<file path="src/rtl/sr_pkg.sv">
// Shared policy constants and request decoding for the set/reset flag storage.
package sr_pkg;

   localparam int CONF_HOLD = 0;
   localparam int CONF_RST  = 1;
   localparam int CONF_SET  = 2;

   // {s, r} request as seen by one lane while enabled
   typedef enum logic [1:0] {
      REQ_HOLD = 2'b00,
      REQ_RST  = 2'b01,
      REQ_SET  = 2'b10,
      REQ_BOTH = 2'b11
   } sr_req_e;

   // Next q for a simultaneous set/reset; unknown policies fall back to hold
   function automatic logic resolve_conflict(input int policy, input logic q_cur);
      logic q_res;
      case (policy)
         CONF_RST: q_res = 1'b0;
         CONF_SET: q_res = 1'b1;
         default:  q_res = q_cur;
      endcase
      return q_res;
   endfunction

endpackage

</file>
<file path="src/rtl/sr_cell.sv">
// One SR lane: state register plus enable-gated next-state logic.
module sr_cell
   import sr_pkg::*;
#(
   parameter int   CONFLICT_P = CONF_HOLD,
   parameter logic RST_VAL    = 1'b0
) (
   input  logic clk,
   input  logic rst,
   input  logic s,
   input  logic r,
   input  logic en,
   output logic q,
   output logic conflict
);

   logic    q_nxt;
   sr_req_e req;

   always_ff @(posedge clk or posedge rst) begin
      if (rst) q <= RST_VAL;
      else     q <= q_nxt;
   end

   // s/r are only decoded under en, so unknowns on them cannot reach q while disabled
   always_comb begin
      q_nxt    = q;
      conflict = 1'b0;
      req      = REQ_HOLD;
      if (en) begin
         req = sr_req_e'({s, r});
         case (req)
            REQ_SET:  q_nxt = 1'b1;
            REQ_RST:  q_nxt = 1'b0;
            REQ_BOTH: begin
               q_nxt    = resolve_conflict(CONFLICT_P, q);
               conflict = 1'b1;
            end
            default:  q_nxt = q;
         endcase
      end
   end

endmodule

</file>
<file path="src/rtl/sr_latch.sv">
// WIDTH-lane clocked SR flag register with complementary outputs and sticky conflict flag.
module sr_latch
   import sr_pkg::*;
#(
   parameter int unsigned      WIDTH      = 1,
   parameter int               CONFLICT_P = CONF_HOLD,
   parameter logic [WIDTH-1:0] RST_VAL    = '0
) (
   input  logic             clk,
   input  logic             rst,
   input  logic [WIDTH-1:0] s,
   input  logic [WIDTH-1:0] r,
   input  logic             en,
   output logic [WIDTH-1:0] q,
   output logic [WIDTH-1:0] qb,
   output logic             err
);

   logic [WIDTH-1:0] conflict;

   for (genvar i = 0; i < int'(WIDTH); i++) begin : gen_lane
      sr_cell #(
         .CONFLICT_P (CONFLICT_P),
         .RST_VAL    (RST_VAL[i])
      ) u_cell (
         .clk      (clk),
         .rst      (rst),
         .s        (s[i]),
         .r        (r[i]),
         .en       (en),
         .q        (q[i]),
         .conflict (conflict[i])
      );
   end

   // Sticky until reset; conflict is already gated by en inside each lane
   always_ff @(posedge clk or posedge rst) begin
      if (rst)            err <= 1'b0;
      else if (|conflict) err <= 1'b1;
   end

   // Pure inverter on the q flops, so q==qb can never be observed
   assign qb = ~q;

endmodule

</file>
<file path="config.mk">
export PLATFORM = sky130hd
export DESIGN_NAME = sr_latch
export DESIGN_NICKNAME = d
export VERILOG_FILES = /design/src/rtl/sr_pkg.sv /design/src/rtl/sr_cell.sv /design/src/rtl/sr_latch.sv
export SDC_FILE = /design/constraint.sdc
export NUM_CORES = 1
export LEC_CHECK = 0
export CAP_MARGIN = 20
export CORE_AREA = 4 4 41 43
export CTS_CLUSTER_DIAMETER = 50
export DETAILED_ROUTE_END_ITERATION = 8
export DIE_AREA = 0 0 45 47
export DONT_BUFFER_PORTS = 1
export PLACE_DENSITY = 0.3
export SETUP_SLACK_MARGIN = 0.02
export SYNTH_ARGS = -nofsm -noshare
export SYNTH_HDL_FRONTEND = slang
export SYNTH_SLANG_ARGS = --single-unit
</file>
<file path="constraint.sdc">
create_clock -name clk -period 1.8 [get_ports clk]
set_input_delay 0.45 -clock clk [delete_from_list [all_inputs] [get_ports clk]]
set_output_delay 0.45 -clock clk [all_outputs]
set_load 0.01 [all_outputs]
</file>
==> flow_summary.rst <==
.. list-table::
   :header-rows: 1

   * - Metric
     - Value
   * - Mapped cell area
     - 119 um2
   * - Area Overhead vs Synth
     - 43.2%
   * - Worst IR drop on VDD
     - 0.000177 V
   * - Remaining max-slew budget at the tightest pin
     - 91.7%
   * - Max capacitance violation total
     - 0
   * - Detail Route Antenna Nets
     - 0
   * - Met1 Wirelength
     - 85 um
   * - Type of the tightest min-delay check
     - input pin to register
   * - Row cnt
     - 13
   * - Critical path capture point type
     - output pin
   * - Post-layout util
     - 13.1%
   * - Post-DP HPWL
     - 187 um
   * - Max H-tree Level
     - 1
   * - Time the worst path needs with I/O delays and setup
     - 1.22 ns
   * - Post-synthesis cell type count
     - 6
   * - Post-synth ARST share
     - 100%
   * - Skew final
     - 0 ns
   * - Top post-synthesis cells by area
     - sky130_fd_sc_hd__dfrtp_1 (42%), sky130_fd_sc_hd__ha_1 (21%), sky130_fd_sc_hd__nor2b_4 (12%)
   * - Average cell area after synthesis
     - 11.9 um2
   * - Count of buffering cells on the critical path with inverters included
     - 1
   * - Final count of pins violating max slew
     - 0
   * - Number of antenna violations at the first check in global routing
     - 0
   * - Run status
     - complete, no violations
   * - Number of input and output port buffers inserted
     - 0
   * - Remaining DRCs
     - 0
   * - Clock transition time at the flip-flop clock pins of the worst setup and hold paths
     - 0.03 ns
   * - Total clock sinks
     - 2
   * - Worst-path fanout max
     - 2
   * - Met2 layer wire length in the routed design
     - 120 um
   * - Die extent in x
     - 45 um
   * - Die Span Y
     - 47 um
   * - Share of the synthesized area in the top cell type
     - 42.1%
   * - Static leakage
     - 0.0000851 uW
   * - Max Buffers Root-to-Sink
     - 2
   * - Count of state elements after synthesis
     - 2
   * - Total negative slack for setup checks
     - 0 ns
   * - Number of DRC markers after the initial detailed-route iteration
     - 0
   * - Share of final-layout standard cells stronger than drive strength 1
     - 35.7%
   * - Met3 wire len
     - 35 um
   * - Setup bufs post-CTS
     - 0
   * - First drt pass iteration count
     - 1
   * - CP Data Required Time
     - 1.35 ns
   * - Crit-path leading delay family
     - flip-flops
   * - Post-synth net total
     - 17
   * - Overflow after GRT
     - 0
   * - Setup Slack @ Placement
     - 0.620 ns
   * - Final number of setup-violating endpoints
     - 0
   * - WP data arrival
     - 0.77 ns
   * - First-pass GRT wire length
     - 489 um
   * - Worst path cell trace
     - inv_1
   * - Gate Count Post-Synth
     - 10
   * - Yosys synthesis warning count
     - 0
   * - Worst Max-Slew Pin Slew
     - 0.121 ns
   * - Number of nets in the layout
     - 23
   * - Unrepaired setup endpoints after global routing
     - no
   * - Post-Route Hold Slack
     - 0.350 ns
   * - Slowest cell on the critical path
     - sky130_fd_sc_hd__dfrtp_1
   * - Number of vias after detailed routing
     - 84
   * - Clock root buffer
     - sky130_fd_sc_hd__clkbuf_4
   * - Period utilisation layout
     - 67.7%
   * - Count of inserted antenna diode cells
     - 0
   * - # IOs
     - 8
   * - Final-report hold violation count
     - 0
   * - Most used standard cell by instance count after synthesis
     - sky130_fd_sc_hd__inv_1
   * - Floorplan Core Area
     - 1300 um2
   * - Most used flip-flop cell after synthesis
     - sky130_fd_sc_hd__dfrtp_1
   * - Crit path kind
     - register to output pin
   * - Area leader, netlist
     - sky130_fd_sc_hd__dfrtp_1
   * - Detailed-route vias per instance
     - 2.90
   * - Total of cells resized after clock tree synthesis
     - 0
   * - Routability cong.
     - 0.548
   * - Total detailed-routing wirelength
     - 257 um
   * - Critical Path Source Type
     - register
   * - Gr usage total
     - 4.11%
   * - Highest cell delay on the worst timing path
     - 0.41 ns
   * - Number of buffers added by the clock tree synthesis step
     - 3
   * - Topmost layer with routed signal wires
     - met4
   * - Clk Latency, worst-skew pair
     - 0.23 ns
   * - DR WL/cell
     - 8.86 um
   * - Most used standard cells in the synthesized netlist
     - sky130_fd_sc_hd__inv_1 (3), sky130_fd_sc_hd__dfrtp_1 (2), sky130_fd_sc_hd__ha_1 (2)
   * - Fill cell count
     - 152
   * - Clock tree from TritonCTS
     - yes
   * - Post-route setup slack
     - 0.581 ns
   * - Number of enable flip-flop cells after synthesis
     - 0
   * - Vias in the first global route
     - 112
   * - Pwr Density
     - 1020 nW/um2
   * - Die footprint
     - 2120 um2
   * - Achievable clock frequency
     - 821 MHz
   * - Effective utilization at floorplan
     - 9.13%
   * - Share of the yosys chip area belonging to registers
     - 42.1%
   * - Largest net degree at the start of global routing
     - 3
area by class of cell:
type                    instances  area (um2)  share of cell area (%)
inverters                       3        11.3                    6.62
repair buffers                  1        10.0                    5.88
multi-input cells               5        57.6                    33.8
clock buffers                   3        22.5                    13.2
well taps                      15        18.8                    11.0
flip-flops and latches          2        50.0                    29.4
state kept, by name (all words and copies together), names as in the netlist:
signal and count:
err 1, gen_lane.u_cell.q 1
layout by cell type, fill, tap and decap left out:
cell type                       netlist  routed
sky130_fd_sc_hd__nor2b_4              1       1
sky130_fd_sc_hd__ha_1                 2       2
sky130_fd_sc_hd__mux2i_1              1       1
sky130_fd_sc_hd__clkbuf_4             0       3
sky130_fd_sc_hd__inv_1                3       3
sky130_fd_sc_hd__a21o_2               1       1
sky130_fd_sc_hd__dlygate4sd3_1        0       1
sky130_fd_sc_hd__dfrtp_1              2       2
power breakdown:
| group | internal [uW] | switching (uW) | leakage, uW | total, uW |
|---|---|---|---|---|
| Sequential | 49.0 | 4.37 | 0.0000190 | 53.3 |
| Combinational | 8.39 | 9.38 | 0.0000523 | 17.8 |
| Clock | 73.8 | 28.1 | 0.0000138 | 102 |
| Total | 131 | 41.9 | 0.0000851 | 173 |
logic make-up (layout without fill, tap and decap cells):
group,after synthesis,in the layout,synth area share (%)
buffers and inverters,3,7,9.47
DFF,2,2,42.1
and+or+nand+nor,1,1,11.6
AOI/OAI and AO/OA,1,1,7.37
adders and majority gates,2,2,21.0
muxes,1,1,8.42
what timing repair did:
action	CTS	global route
setup endpoints to repair	0	0
endpoints found under the hold margin	2	0
hold buffers	1	0
worst paths after layout:
check | startpoint | to | slack (ns) | depth (start not counted)
worst max-delay path | gen_lane[0].u_cell.q | qb | 0.58 | 1
worst min-delay path | en | err | 0.35 | 1
worst max register to register | gen_lane[0].u_cell.q | gen_lane[0].u_cell.q | 1.05 | 2
worst min register to register | err | err | 0.53 | 1
max in group asynchronous | rst | err | 1.17 | 2
min in group asynchronous | rst | gen_lane[0].u_cell.q | 0.52 | 2
metrics by stage:
| stage | total power (uW) | instance area (um2) | cells |
|---|---|---|---|
| final | 173 | 170 | 29 |
| after global routing | 196 | 170 | 29 |
| after CTS | 180 | 170 | 29 |
| after detailed placement | 70.5 | 138 | 25 |
| after global placement | 70.4 | 138 | 25 |
| after floorplan | 67.5 | 119 | 10 |
layer usage:
layer  vias up  track usage [%]
met5         -                0
met2         7             4.24
met4         0             8.77
met3         2             3.07
met1        37             3.18
li1         38                -
Note: power is estimated with default switching activity, not from simulation.
